`src/rtl/up_dn_counter_param_pkg.sv`:
```
// Shared definitions for the parametrised up/down counter.
package up_dn_counter_param_pkg;

    typedef enum logic [1:0] {
        MODE_SAT  = 2'b00,
        MODE_WRAP = 2'b01,
        MODE_PING = 2'b10,
        MODE_RSVD = 2'b11   // treated as saturate
    } mode_t;

endpackage

```
`src/rtl/up_dn_step_calc.sv`:
```
// Combinational step evaluation: given the current count, step size,
// direction and mode, produce the next count, boundary pulses and whether
// the ping-pong direction must reverse.
module up_dn_step_calc
    import up_dn_counter_param_pkg::*;
#(
    parameter int WIDTH   = 8,
    parameter int MIN_VAL = 0,
    parameter int MAX_VAL = 2**WIDTH - 1
) (
    input  logic [WIDTH-1:0] count,
    input  logic [WIDTH-1:0] step,
    input  logic             go_up,
    input  mode_t            mode,
    output logic [WIDTH-1:0] next_count,
    output logic             ovf,
    output logic             unf,
    output logic             flip_dir
);

    localparam logic [WIDTH-1:0] MIN_W = WIDTH'(MIN_VAL);
    localparam logic [WIDTH-1:0] MAX_W = WIDTH'(MAX_VAL);
    localparam logic [WIDTH-1:0] ONE_W = WIDTH'(1);

    // Headroom to each bound; count is always inside [MIN,MAX] so these
    // never go negative and comparing step against them cannot overflow.
    logic [WIDTH-1:0] room_up;
    logic [WIDTH-1:0] room_dn;
    logic             over_up;
    logic             over_dn;
    logic             land_up;
    logic             land_dn;

    assign room_up = MAX_W - count;
    assign room_dn = count - MIN_W;
    assign over_up = step > room_up;
    assign over_dn = step > room_dn;
    assign land_up = (step == room_up) && (step != '0);
    assign land_dn = (step == room_dn) && (step != '0);

    // Next-count selection per mode and direction
    always_comb begin
        next_count = count;
        ovf        = 1'b0;
        unf        = 1'b0;
        flip_dir   = 1'b0;
        if (go_up) begin
            if (over_up) begin
                ovf = 1'b1;
                case (mode)
                    MODE_WRAP: next_count = MIN_W + (step - room_up - ONE_W);
                    MODE_PING: begin
                        next_count = MAX_W;
                        flip_dir   = 1'b1;
                    end
                    default:   next_count = MAX_W;
                endcase
            end else begin
                next_count = count + step;
                flip_dir   = (mode == MODE_PING) && land_up;
            end
        end else begin
            if (over_dn) begin
                unf = 1'b1;
                case (mode)
                    MODE_WRAP: next_count = MAX_W - (step - room_dn - ONE_W);
                    MODE_PING: begin
                        next_count = MIN_W;
                        flip_dir   = 1'b1;
                    end
                    default:   next_count = MIN_W;
                endcase
            end else begin
                next_count = count - step;
                flip_dir   = (mode == MODE_PING) && land_dn;
            end
        end
    end

endmodule

```
`src/rtl/up_dn_counter_param.sv`:
```
// Parametrised up/down counter with saturate, wrap and ping-pong modes,
// registered boundary flags and one-cycle overflow/underflow pulses.
module up_dn_counter_param
    import up_dn_counter_param_pkg::*;
#(
    parameter int WIDTH   = 8,
    parameter int MIN_VAL = 0,
    parameter int MAX_VAL = 2**WIDTH - 1
) (
    input  logic             CLK,
    input  logic             RST,
    input  logic             EN,
    input  logic             LOAD,
    input  logic [WIDTH-1:0] LOAD_VAL,
    input  logic             UP,
    input  logic             DOWN,
    input  logic [WIDTH-1:0] STEP,
    input  logic [1:0]       MODE,
    output logic [WIDTH-1:0] COUNT,
    output logic             DIR,
    output logic             AT_MAX,
    output logic             AT_MIN,
    output logic             OVF,
    output logic             UNF
);

    localparam logic [WIDTH-1:0] MIN_W = WIDTH'(MIN_VAL);
    localparam logic [WIDTH-1:0] MAX_W = WIDTH'(MAX_VAL);

    mode_t            mode;
    logic             ping;
    logic             go_up;
    logic             do_step;
    logic [WIDTH:0]   lo_diff;
    logic [WIDTH:0]   hi_diff;
    logic [WIDTH-1:0] load_clamped;
    logic [WIDTH-1:0] calc_next;
    logic             calc_ovf;
    logic             calc_unf;
    logic             calc_flip;

    logic [WIDTH-1:0] count_q;
    logic             dir_q;
    logic             at_max_q;
    logic             at_min_q;
    logic             ovf_q;
    logic             unf_q;

    assign mode = mode_t'(MODE);
    assign ping = (mode == MODE_PING);

    // Ping-pong ignores UP/DOWN and follows DIR; other modes need exactly one
    // of UP/DOWN to move.
    assign go_up   = ping ? dir_q : UP;
    assign do_step = EN && !LOAD && (ping || (UP ^ DOWN));

    // Clamp LOAD_VAL using the borrow bit of a widened subtraction, which
    // stays meaningful even when a bound sits at the edge of the WIDTH range.
    assign lo_diff = {1'b0, LOAD_VAL} - {1'b0, MIN_W};
    assign hi_diff = {1'b0, MAX_W} - {1'b0, LOAD_VAL};

    // Load clamp to [MIN_VAL, MAX_VAL]
    always_comb begin
        load_clamped = LOAD_VAL;
        if (lo_diff[WIDTH])      load_clamped = MIN_W;
        else if (hi_diff[WIDTH]) load_clamped = MAX_W;
    end

    up_dn_step_calc #(
        .WIDTH  (WIDTH),
        .MIN_VAL(MIN_VAL),
        .MAX_VAL(MAX_VAL)
    ) u_step (
        .count     (count_q),
        .step      (STEP),
        .go_up     (go_up),
        .mode      (mode),
        .next_count(calc_next),
        .ovf       (calc_ovf),
        .unf       (calc_unf),
        .flip_dir  (calc_flip)
    );

    // State update: reset > load > enabled step; pulses clear when idle
    always_ff @(posedge CLK) begin
        if (RST) begin
            count_q  <= MIN_W;
            dir_q    <= 1'b1;
            at_max_q <= 1'b0;
            at_min_q <= 1'b1;
            ovf_q    <= 1'b0;
            unf_q    <= 1'b0;
        end else if (LOAD) begin
            count_q  <= load_clamped;
            at_max_q <= (load_clamped == MAX_W);
            at_min_q <= (load_clamped == MIN_W);
            ovf_q    <= 1'b0;
            unf_q    <= 1'b0;
        end else if (do_step) begin
            count_q  <= calc_next;
            at_max_q <= (calc_next == MAX_W);
            at_min_q <= (calc_next == MIN_W);
            ovf_q    <= calc_ovf;
            unf_q    <= calc_unf;
            if (calc_flip) dir_q <= ~dir_q;
        end else begin
            ovf_q <= 1'b0;
            unf_q <= 1'b0;
        end
    end

    assign COUNT  = count_q;
    assign DIR    = dir_q;
    assign AT_MAX = at_max_q;
    assign AT_MIN = at_min_q;
    assign OVF    = ovf_q;
    assign UNF    = unf_q;

endmodule
```
`config.mk`:
```
export PLATFORM = sky130hd
export DESIGN_NAME = up_dn_counter_param
export DESIGN_NICKNAME = d
export VERILOG_FILES = /design/src/rtl/up_dn_counter_param_pkg.sv /design/src/rtl/up_dn_step_calc.sv /design/src/rtl/up_dn_counter_param.sv
export SDC_FILE = /design/constraint.sdc
export NUM_CORES = 1
export LEC_CHECK = 0
export CAP_MARGIN = 10
export CORE_MARGIN = 5
export CORE_UTILIZATION = 58
export DETAILED_ROUTE_END_ITERATION = 10
export DONT_BUFFER_PORTS = 1
export PLACE_DENSITY = 0.8
export SYNTH_ARGS = -nofsm -noshare
export SYNTH_HDL_FRONTEND = slang
export SYNTH_SLANG_ARGS = --single-unit
```
`constraint.sdc`:
```
create_clock -name CLK -period 2.9 [get_ports CLK]
set_clock_uncertainty 0.1 [all_clocks]
set_input_delay 0.435 -clock CLK [delete_from_list [all_inputs] [get_ports CLK]]
set_output_delay 0.435 -clock CLK [all_outputs]
set_load 0.02 [all_outputs]
```
Yosys cells after proc, flatten, opt, wreduce, memory -nomap -nowiden
Cells that the tools add are included.
{ "totals": {"reg_bits": 13, "latch_bits": 0, "mem_bits_rw": 0, "mem_bits_ro": 0, "elab_cells": 62, "mem_count": 0} }
{ "op_classes": {"addsub": 9, "multipliers": 0, "div": 0, "n_lt_le_gt_ge": 2, "n_eq_ne": 6, "shifts": 0, "mux": 19, "bitwise": 5, "reduce_logical": 15} }
{ "op_table": {"columns": ["op", "count"], "rows": [
  ["$mux 8", 8],
  ["$sub 8x8->8", 3],
  ["$eq 8x8->1", 2],
  ["$eq 8x8->1 const B", 2],
  ["$gt 8x8->1", 2],
  ["$logic_not 8->1", 2],
  ["$sub 8x1->8 const B", 2],
  ["$sub 8x8->8 const A", 2],
  ["$mux 1", 11],
  ["$sub 8x8->9 const A", 1],
  ["$add 8x8->8", 1],
  ["$reduce_bool 8->1", 1],
  ["$reduce_or 4->1", 2],
  ["$logic_and 1x1->1", 6],
  ["$not 1->1", 4],
  ["$reduce_and 3->1", 1],
  ["$eq 2x1->1 const B", 1],
  ["$eq 2x2->1 const B", 1],
  ["$reduce_bool 2->1", 1],
  ["$logic_not 1->1", 1],
  ["$logic_or 1x1->1", 1],
  ["$xor 1x1->1", 1]
]} }

Depth between registers and ports, before layout
{ "depth": {"ltp_word": 9, "ltp_mapped": 13, "mapped_depth_nobuf": 12} }

Hierarchy
From an unflattened synthesis, not the netlist that was laid out.
{ "unflattened": {"cells_unflattened": 246, "hier_area_um2": 1905.6} }
{ "modules_own_cells": {"columns": ["mod", "n_inst", "cells_each", "area_each_um2", "seq_area_each_um2"], "rows": [
  ["up_dn_step_calc", 1, 151, 1129.8, 0.0],
  ["up_dn_counter_param", 1, 95, 775.7, 260.2]
]} }

Worst setup path after synthesis
Ideal clock, no wire load.
{ "synth_path": {"kind": "reg-to-reg", "start": "register count_q[0] (netlist: COUNT[0])", "end": "register at_max_q (netlist: AT_MAX)", "setup_ns": 0.096, "t_arrival_ns": 2.835, "path_slack_ns": -0.130, "stages_incl_launch_ff": 14, "n_path_buf": 1, "synth_period_minus_slack_ns": 3.030, "cell_sequence": "dfxtp_1 -> inv_1 -> ha_1 -> inv_1 -> fa_1 -> nand3_1 -> a211oi_1 -> or2_1 -> buf_2 -> or4_1 -> o311ai_0 -> a211oi_1 -> or4_1 -> o41ai_2"} }
{ "synth_via": {"elab_chain_len": 9} }
{ "synth_lines": {"columns": ["item", "line", "rtl"], "rows": [
  ["start: declaration", "up_dn_counter_param.sv:42", "logic [WIDTH-1:0] count_q;"],
  ["start signal: assignment", "up_dn_counter_param.sv:94", "count_q <= load_clamped;"],
  ["start signal: assignment", "up_dn_counter_param.sv:100", "count_q <= calc_next;"],
  ["$sub 8x8->8 (on tied branches)", "up_dn_step_calc.sv:66, up_dn_step_calc.sv:34", null],
  ["$sub 8x1->8 / $sub 8x8->8 (equally long branches)", "up_dn_step_calc.sv:66, up_dn_step_calc.sv:51", null],
  ["$sub 8x8->8 / $sub 8x1->8 (equally long branches)", "up_dn_step_calc.sv:66, up_dn_step_calc.sv:51", null],
  ["$mux 8 (on tied branches)", "up_dn_step_calc.sv:65, up_dn_step_calc.sv:50", null],
  ["$mux 8 (on tied branches)", "up_dn_step_calc.sv:63, up_dn_step_calc.sv:48", null],
  ["$mux 8 (*)", "up_dn_step_calc.sv:47", "if (go_up) begin"],
  ["$eq 8x8->1 (*)", "up_dn_counter_param.sv:101", "at_max_q <= (calc_next == MAX_W);"],
  ["$mux 1 (*)", "up_dn_counter_param.sv:99", "end else if (do_step) begin"],
  ["$mux 1 (*)", "up_dn_counter_param.sv:93", "end else if (LOAD) begin"],
  ["end signal: assignment", "up_dn_counter_param.sv:95", "at_max_q <= (load_clamped == MAX_W);"],
  ["end signal: assignment", "up_dn_counter_param.sv:101", null],
  ["end: declaration", "up_dn_counter_param.sv:44", "logic at_max_q;"]
]} }
Every way passes the cells marked *; elsewhere a longest branch is shown, timed or not. The select of a mux whose other input is x is not followed.
A chain may end at the register's enable or synchronous reset.

Worst setup path after layout
Same ends and word-level chain as after synthesis.

==> flow_metrics.env <==
export IMPL_outcome="finished, violations left"
export IMPL_violations="negative setup slack"
export IMPL_port_buffers=0
export IMPL_arrival_ns=3.02
export IMPL_maxCapViolCount=0
export IMPL_ant_nets=0
export IMPL_grt_pass1_wl_um=9490
export IMPL_rsz0062_at_grt="yes"
export IMPL_antenna_found_initial=0
export IMPL_postSynthCellCount=235
export IMPL_wire_per_inst_um=19.4
export IMPL_crit_path_frequent_cell="buf_4"
export IMPL_slew_viol_final=0
export IMPL_path_buf_inv=4
export IMPL_cts_tree="built"
export IMPL_synth_top_area_share_pct=14.8
export IMPL_fillers=265
export IMPL_worstPathMaxFanout=3
export IMPL_worst_pin_slew_ns=0.354
export IMPL_cts_root_buf="clkbuf_4"
export IMPL_worst_slack_ns=-0.0407
export IMPL_overflow=0
export IMPL_routed_via_density=6.53
export IMPL_fmax_ghz=0.340
export IMPL_rows=20
export IMPL_grt_usage_pct=29.0
export IMPL_first_iter_violations=183
export IMPL_crit_chain="inv_2 > ha_2 > inv_1 > fa_2 > nand3_2 > buf_4 > buf_4 > a221o_1 > o31ai_1 > xnor2_1 > nand2_1 > a22oi_1 > or4_1 > o41ai_2"
export IMPL_ys_ff_latch=13
export IMPL_cpPeakStageDelay_ns=0.51
export IMPL_setup_viol=1
export IMPL_cp_start_kind="flop"
export IMPL_ys_warn_count=0
export IMPL_coreArea_um2=2980
export IMPL_diodes=0
export IMPL_combPwrFrac_pct=60.6
export IMPL_first_pass_iters=5
export IMPL_drive_gt1_share_pct=24.5
export IMPL_synth_edf_count=0
export IMPL_drc_errors=0
export IMPL_die_area_um2=4220
export IMPL_crit_path_end_kind="flop"
export IMPL_die_x_um=65.0
export IMPL_dp_hpwl_um=4680
export IMPL_p_leak_uw=0.000888
export IMPL_fp_dieH_um=65.0
export IMPL_cp_top_family="compound AO/OA/AOI/OAI gates"
export IMPL_p_sw_uw=353
export IMPL_period_share_pct=101
export IMPL_synth_async_reset_ratio_pct=0
export IMPL_power_internal_uw=459
export IMPL_vias=1973
export IMPL_synth_fp_nets=279
export IMPL_grt_pass1_vias=1928
export IMPL_netlist_area_um2=1750
export IMPL_hp_class="input port to flop"
export IMPL_vdd_drop_max_v=0.000296
export IMPL_slew_headroom_pct=75.8
export IMPL_htreeDepth=1
export IMPL_switching_share_pct=43.5
export IMPL_syn_avg_cell_area_um2=7.46
export IMPL_ys_types=53
export IMPL_place_gp_congestion=1.01
export IMPL_ys_top_cells_by_area="dfxtp_1 (15%), ha_1 (13%), a21oi_1 (6.0%)"
export IMPL_final_util_pct=70.8
export IMPL_period_needed_ns=2.94
export IMPL_finalHoldViolCount=0
export IMPL_areaGrowthSynthToFinish_pct=20.3
export IMPL_worstPathRequired_ns=2.98
export IMPL_slowest_stage="or4_1"
export IMPL_cts_buffer_depth=2
export IMPL_hold_ws_ns=0.104
export IMPL_synth_top_cell_by_area="dfxtp_1"
export IMPL_clockPowerShare_pct=13.9
export IMPL_path_clk_slew_ns=0.08
export IMPL_start_util_pct=58.9
export IMPL_clk_latency_ns=0.28
export IMPL_numClockSinks=13
export IMPL_routed_wl_um=5860
export IMPL_numCtsBuffers=3
export IMPL_seq_area_frac_synth_pct=14.8
export IMPL_power_frac_seq_pct=25.5
export IMPL_io_pins=37
export IMPL_grt_max_degree=20
export IMPL_path_class="flop to flop"
export IMPL_powerDensity_nw_per_um2=385
export IMPL_synth_main_ff_cell="dfxtp_1"
export IMPL_setup_tns_ns=-0.0407
export IMPL_nNetsFinal=314
-- stage by stage --
| stage | instance area [um^2] | std cells | total power (uW) | setup WS, ns |
|---|---|---|---|---|
| finish | 2110 | 302 | 812 | -0.0407 |
| global route | 2110 | 302 | 861 | -0.140 |
| CTS | 2060 | 300 | 785 | -0.0407 |
| detailed placement | 2030 | 296 | 672 | -0.150 |
| global placement | 2030 | 296 | 669 | -0.101 |
| floorplan | 1760 | 235 | 513 | -0.0372 |
-- registers in the layout, summed over array words and instances, names as in the netlist --
register / flops
COUNT: 8
AT_MIN: 1
UNF: 1
OVF: 1
DIR: 1
AT_MAX: 1
-- logic make-up (layout without fill, tap and decap cells) --
kind of cell               Yosys count  in the layout  synth area share [%]
buffers and inverters               32             66                  8.20
AOI/OAI and AO/OA                   78             78                  31.8
DFF                                 13             13                  14.8
muxes                                3              3                  1.71
and+or+nand+nor                     84             84                  25.8
adders and majority gates           20             20                  15.1
xor gates and xnor gates             5              5                  2.50
-- power by group through the flow --
stage | clock (uW) | sequential, uW | combinational (uW)
global placement | 0 | 209 | 460
CTS | 112 | 206 | 467
floorplan | 0 | 223 | 290
finish | 113 | 207 | 492
global route | 123 | 209 | 529
detailed placement | 0 | 211 | 462
-- final timing paths --
check | startpoint | cells past startpoint | slack [ns] | endpoint
worst max-delay path | COUNT[0] | 14 | -0.04 | AT_MAX
worst min register to register | COUNT[1] | 2 | 0.47 | COUNT[1]
worst min-delay path | RST | 1 | 0.10 | COUNT[0]
worst max register to register | COUNT[0] | 14 | -0.04 | AT_MAX
-- repair_timing --
action / CTS / global route
pin swaps: 1 / 1
setup endpoints to repair: 1 / 7
buffers inserted: 0 / 2
hold buffers: 0 / 0
cloned: 0 / 0
endpoints found under the hold margin: 0 / 0
gates resized for setup: 1 / 9
-- routing by layer --
metal  part of all wire, %  global-route usage [%]  vias up
met5                     0                       0        -
met4                   2.1                    10.3        0
met3                   8.8                    3.64       15
met2                    47                    48.5      115
met1                    42                    38.0      910
li1                      -                       -      933
-- synth_stat cells, drive strengths merged, types with 6 or more instances --
library cell  instances
nand2                14
a21oi                22
ha                   18
dfxtp                13
o21ai                 7
nor2                 20
nand3                 6
o21a                  8
nand2b                7
inv                  20
a211oi               10
nor4                  8
buf                  10
-- placed cells by master, fill, tap and decap left out, types with 4 or more instances in the layout --
cell type,n
ha_1,16
o21a_1,8
nor4_1,7
nand3_1,5
xnor2_1,5
buf_4,42
a22oi_1,4
a21oi_1,21
nor2b_1,5
nand2_1,14
nand2b_1,7
nor3_1,5
a211oi_1,8
nor2_1,20
inv_1,19
dfxtp_1,11
o31ai_1,5
o21ai_0,6
-- cell type report --
| class | count | area [um^2] | area share, % |
|---|---|---|---|
| clock buffers | 4 | 26.3 | 1.25 |
| inverters | 20 | 75.1 | 3.56 |
| multi-input cells | 190 | 1390 | 65.7 |
| flip-flops and latches | 13 | 265 | 12.6 |
| well taps | 33 | 41.3 | 1.96 |
| repair buffers | 42 | 315 | 14.9 |
Power figures use the tool's default switching activity.
